### src/rtl/wreg_hazard_pipe.sv
// Destination select for D, E/M/W destination + Tnew tracking, and the
// forwarding/stall decisions the hazard unit derives from them.
module wreg_hazard_pipe #(
   parameter int                REG_AW   = 5,
   parameter logic [REG_AW-1:0] LINK_REG = {REG_AW{1'b1}},
   parameter int                TNEW_W   = 2
) (
   input  logic              clk,
   input  logic              reset,
   input  logic              stall,
   input  logic              flush_e,
   input  logic              d_valid,
   input  logic [REG_AW-1:0] d_rt,
   input  logic [REG_AW-1:0] d_rd,
   input  logic [1:0]        d_sel,
   input  logic [TNEW_W-1:0] d_tnew,
   input  logic [REG_AW-1:0] q_rs,
   input  logic [REG_AW-1:0] q_rt,
   input  logic [TNEW_W-1:0] tuse_rs,
   input  logic [TNEW_W-1:0] tuse_rt,
   output logic [REG_AW-1:0] d_dst,
   output logic [REG_AW-1:0] e_dst,
   output logic [REG_AW-1:0] m_dst,
   output logic [REG_AW-1:0] w_dst,
   output logic [TNEW_W-1:0] e_tnew,
   output logic [TNEW_W-1:0] m_tnew,
   output logic [1:0]        fwd_rs,
   output logic [1:0]        fwd_rt,
   output logic              stall_req
);

   localparam logic [1:0] SEL_RT   = 2'b00;
   localparam logic [1:0] SEL_RD   = 2'b01;
   localparam logic [1:0] SEL_LINK = 2'b10;
   localparam logic [1:0] SEL_NONE = 2'b11;

   localparam logic [1:0] FWD_RF = 2'b00;
   localparam logic [1:0] FWD_E  = 2'b01;
   localparam logic [1:0] FWD_M  = 2'b10;
   localparam logic [1:0] FWD_W  = 2'b11;

   logic [REG_AW-1:0] w_d_dst;
   logic              w_e_bubble;
   logic [2:0]        w_hz_rs;
   logic [2:0]        w_hz_rt;

   logic [REG_AW-1:0] r_e_dst;
   logic [REG_AW-1:0] r_m_dst;
   logic [REG_AW-1:0] r_w_dst;
   logic [TNEW_W-1:0] r_e_tnew;
   logic [TNEW_W-1:0] r_m_tnew;

   function automatic logic [TNEW_W-1:0] sat_dec(
      input logic [TNEW_W-1:0] x
   );
      return (x == '0) ? '0 : x - 1'b1;
   endfunction

   // Returns {stall, fwd[1:0]} for one source; youngest match decides fwd.
   function automatic logic [2:0] hazard(
      input logic [REG_AW-1:0] q,
      input logic [TNEW_W-1:0] tuse,
      input logic [REG_AW-1:0] ed,
      input logic [TNEW_W-1:0] et,
      input logic [REG_AW-1:0] md,
      input logic [TNEW_W-1:0] mt,
      input logic [REG_AW-1:0] wd
   );
      logic       me;
      logic       mm;
      logic       mw;
      logic       stl;
      logic [1:0] fwd;
      me  = (q != '0) && (q == ed);
      mm  = (q != '0) && (q == md);
      mw  = (q != '0) && (q == wd);
      stl = (me && (et > tuse)) || (mm && (mt > tuse));
      fwd = FWD_RF;
      if (me) begin
         fwd = (et == '0) ? FWD_E : FWD_RF;
      end else if (mm) begin
         fwd = (mt == '0) ? FWD_M : FWD_RF;
      end else if (mw) begin
         fwd = FWD_W;
      end
      return {stl, fwd};
   endfunction

   always_comb begin
      w_d_dst = '0;
      unique case (d_sel)
         SEL_RT:   w_d_dst = d_rt;
         SEL_RD:   w_d_dst = d_rd;
         SEL_LINK: w_d_dst = LINK_REG;
         SEL_NONE: w_d_dst = '0;
         default:  w_d_dst = '0;
      endcase
      if (!d_valid) begin
         w_d_dst = '0;
      end
   end

   assign w_e_bubble = stall | flush_e | ~d_valid;

   always_ff @(posedge clk or negedge reset) begin
      if (!reset) begin
         r_e_dst  <= '0;
         r_e_tnew <= '0;
         r_m_dst  <= '0;
         r_m_tnew <= '0;
         r_w_dst  <= '0;
      end else begin
         if (w_e_bubble) begin
            r_e_dst  <= '0;
            r_e_tnew <= '0;
         end else begin
            r_e_dst  <= w_d_dst;
            r_e_tnew <= d_tnew;
         end
         r_m_dst  <= r_e_dst;
         r_m_tnew <= sat_dec(r_e_tnew);
         r_w_dst  <= r_m_dst;
      end
   end

   always_comb begin
      w_hz_rs = hazard(q_rs, tuse_rs, r_e_dst, r_e_tnew,
                       r_m_dst, r_m_tnew, r_w_dst);
      w_hz_rt = hazard(q_rt, tuse_rt, r_e_dst, r_e_tnew,
                       r_m_dst, r_m_tnew, r_w_dst);
   end

   assign d_dst     = w_d_dst;
   assign e_dst     = r_e_dst;
   assign m_dst     = r_m_dst;
   assign w_dst     = r_w_dst;
   assign e_tnew    = r_e_tnew;
   assign m_tnew    = r_m_tnew;
   assign fwd_rs    = w_hz_rs[1:0];
   assign fwd_rt    = w_hz_rt[1:0];
   assign stall_req = w_hz_rs[2] | w_hz_rt[2];

endmodule

### config.mk
export PLATFORM = sky130hd
export DESIGN_NAME = wreg_hazard_pipe
export DESIGN_NICKNAME = d
export VERILOG_FILES = /design/src/rtl/wreg_hazard_pipe.sv
export SDC_FILE = /design/constraint.sdc
export NUM_CORES = 1
export LEC_CHECK = 0
export BUFFER_PORTS_ARGS = -buffer_cell sky130_fd_sc_hd__buf_2
export CAP_MARGIN = 10
export CORE_MARGIN = 2
export CORE_UTILIZATION = 45
export CTS_CLUSTER_DIAMETER = 120
export DETAILED_ROUTE_END_ITERATION = 8
export HOLD_SLACK_MARGIN = 0.05
export PLACE_DENSITY = 0.78
export SETUP_SLACK_MARGIN = 0.4
export SLEW_MARGIN = 20
export SYNTH_ARGS = -nofsm -noshare
export SYNTH_HDL_FRONTEND = slang
export SYNTH_SLANG_ARGS = --single-unit
### constraint.sdc
create_clock -name clk -period 3.21 [get_ports clk]
set_clock_uncertainty 0.1 [all_clocks]
set_input_delay 0.321 -clock clk [delete_from_list [all_inputs] [get_ports clk]]
set_output_delay 0.321 -clock clk [all_outputs]
set_load 0.02 [all_outputs]
Word level (Yosys, flattened, before mapping) --
Cells that the tools add are included.
Operators by class: reduce and logical (&&, ||, !) cells 17, mux-type cells 13, $add $sub $neg 1, bitwise operators 4, eq/ne operators 9, $lt $le $gt $ge 4
Operators with widths (count):
- $eq A5 B5 Y1 | 6
- $pmux W5 S4 | 1
- $mux W2 | 9
- $logic_and A1 B1 Y1 | 10
- $mux W5 | 2
- $reduce_bool A5 Y1 | 2
- $gt A2 B2 Y1 | 4
- $logic_not A2 Y1 | 3
- $eq A2 B2 Y1 const B | 2
- $or A1 B1 Y1 | 3
- $eq A2 B1 Y1 const B | 1
- $logic_or A1 B1 Y1 | 2
- $sub A2 B1 Y2 const B | 1
- $mux W1 | 1
- $not A1 Y1 | 1
Word-level totals: output and inout port bits 29, bits of input ports 33, logic and storage cells 53, register bits after elaboration 19

Depth between registers and ports, before layout --
depth in word-level cells 5, mapped depth 6, depth with buffers taken out 6

Worst setup path after synthesis --
OpenSTA, ideal clock, no wires.
path type reg-to-output, start point register r_e_dst[3] (netlist: e_dst[3]), end point output port fwd_rt[0], arrival time 1.781 ns, buffers on the path 0, slack 1.008 ns, stages on the path, launching flop included 6, required time 2.789 ns, path through dfrtp_1 xor2_1 nor3_1 nand3_1 or4_2 o21ai_0
On the way: longest elaborated chain between the ends 3
Ends and longest elaborated chain:
- start, declared | RTL line 47 | logic [REG_AW-1:0] r_e_dst;
- start signal, assigned | RTL line 117 | r_e_dst <= w_d_dst;
- $eq A5 B5 Y1 | RTL line 74 | me = (q != '0) && (q == ed);
- $logic_and A1 B1 Y1 | RTL line 74
- $mux W2 | RTL line 79 | if (me) begin
- end, declared | RTL line 28 | output logic [1:0] fwd_rt,
No other way between the ends.

Worst setup path in the final report --
Ends and elaborated chain as after synthesis.

==> qor.yml <==
pin_count: 62
antenna_found_initial: 0
ys_types: 24
rsz0062_at_grt: "false"
final_cells: 226
synth_area_um2: 1280
ff_latch_area_um2: 475
place_inst: 221
grt_pass1_wl_um: 5120
r2r_cells: 1
syn-num-nets: 174
cts_sinks: 19
grt_max_degree: 20
insertion_delay_ps: 280
seq_area_frac_synth_pct: 37.2
first_iter_violations: 18
synth_top_area_share_pct: 37.2
vias: 1183
hpwl_um: 2520
grt_pass1_vias: 1157
cts_tree: "built"
dpl_cell_area_um2: 1610
hp-class: "in2reg"
wl_um: 2950
status: "finished clean"
hold_violations: 0
yosys-top-cells-area: "dfrtp_1 37%, xnor2_1 14%, ha_1 7.8%"
drive_gt1_share_pct: 35.9
clk_pin_slew_ps: 90
die_x_um: 57.3
path_max_fanout: 4
fp-row-count: 19
clk_path_buf_depth: 2
synthTopCellsByCount: "20 x xnor2_1, 19 x dfrtp_1, 13 x o21ai_0"
cp-startpoint: "e_dst[3]$_DFF_PN0_"
antenna_left: 0
dieArea_um2: 3280
p_total_uw: 478
endpoint_kind: "output pin"
p_leak_nw: 0.898
required_ps: 2790
synthFlopType: "dfrtp_1"
syn2layout_area_growth_pct: 28.6
arrival_ps: 2120
fin_ws_ps: 671
period_needed_ps: 2540
synth_enable_flop_cells: 0
r2r_end: "m_tnew[1]$_DFF_PN0_"
slew_viol_final: 0
diodes: 0
syn_area_per_cell_um2: 9.61
numPortBuffers: 61
setup_viol: 0
tns_ps: 0
ys_async_sr_fraction_pct: 100
start_util_pct: 46.7
numCtsBuffers: 3
ys_warn_count: 0
place_congestion: 0.874
nets: 237
multi_input_area_um2: 744
drv_cap: 0
n_fill_cell: 251
drt_first_pass_iters: 3
viasPerCell: 5.23
post_cts_resized: 0
drc_errors: 0
ys_seq_elements: 19
hold_ws_ps: 181
tightestPinTransition_ps: 391
crit_type: "reg2out"
fp.dieH_um: 57.3
start_kind: "flop"
gr-usage-all-layers_pct: 19.9
powerDensity_nw_per_um2: 291
fmax_mhz: 394
max-vdd-ir-drop_mv: 0.233
cts_root_buf: "clkbuf_4"
pre_cts_ws_ps: 920
core_um2: 2730
period_share_pct: 79.1
hp-start: "d_tnew[0]"
r2r_start: "e_tnew[1]$_DFF_PN0_"
yosysTopAreaCell: "dfrtp_1"
finalCoreUtilization_pct: 60.1
htree_levels: 1
holdBufCountCts: 1
min_to: "e_tnew[0]$_DFF_PN0_"
whs_path_depth: 2
r2r_slack_ps: 2360
wl_per_cell_um: 13.1
synthCells: 133
relSlewSlack_pct: 73.3
synth_most_common_cell: "xnor2_1"
grt.overflow.total: 0
cts_post_setup_buffers_inserted: 0
fin_area_um2: 1640
[critical path, cell delays in order, from the launching register on]
cell and delay, ps:
dfrtp_1 460, xor2_1 190, nor3_1 170, nand3_1 140, or4_2 610, o21ai_0 90, buf_2 180
[final cells by class]
cell class / count / area share, %
Multi-Input combinational cell: 99 / 45.3
Sequential cell: 19 / 28.9
Timing Repair Buffer: 62 / 19.2
Inverter: 11 / 2.51
Tap cell: 31 / 2.36
Clock buffer: 3 / 1.37
Clock inverter: 1 / 0.305
[cells by family after synthesis]
group           count (synthesis)  share of synthesized area, %
compound gates                 24                          11.9
simple gates                   37                          17.9
fa+ha+maj                       8                          7.84
buf+inv                        15                          4.50
xor+xnor                       30                          20.6
flops                          19                          37.2
[cell usage in the layout, fill, tap and decap left out, drive strengths merged, types with 4 or more instances in the layout]
master,count
buf,61
xnor2,20
dfrtp,19
o21ai,13
inv,11
xor2,10
ha,8
and3,7
or4,7
nand3,6
o311a,5
nor3,4
nand2,4
a21oi,4
[worst max-delay path by stage]
stage / to / slack [ps] / cells after the start
after floorplan: fwd_rt[0] / 1010 / 5
after global placement: stall_req / 950 / 6
final: fwd_rt[0] / 670 / 6
after detailed placement: stall_req / 920 / 6
after CTS: fwd_rt[0] / 650 / 6
after global routing: fwd_rt[0] / 550 / 6
[per-layer routing]
layer  part of all wire (%)  wire length [um]  track usage [%]  vias up
met2                     51              1500             35.6       46
met3                    5.7               167             1.59        2
met1                     43              1260             25.1      543
met4                   0.74                22             6.98        0
met5                      0                 0                0        -
li1                       -                 -                -      592
[registers in the layout, summed over array words and instances (netlist names)]
register / flops
e_dst: 5
m_dst: 5
w_dst: 5
e_tnew: 2
m_tnew: 2
[power breakdown]
part	internal [mW]	switching, mW
registers	0.244	0.00683
logic	0.0525	0.0664
clock network	0.0461	0.0626
(Power assumes the default switching activity.)
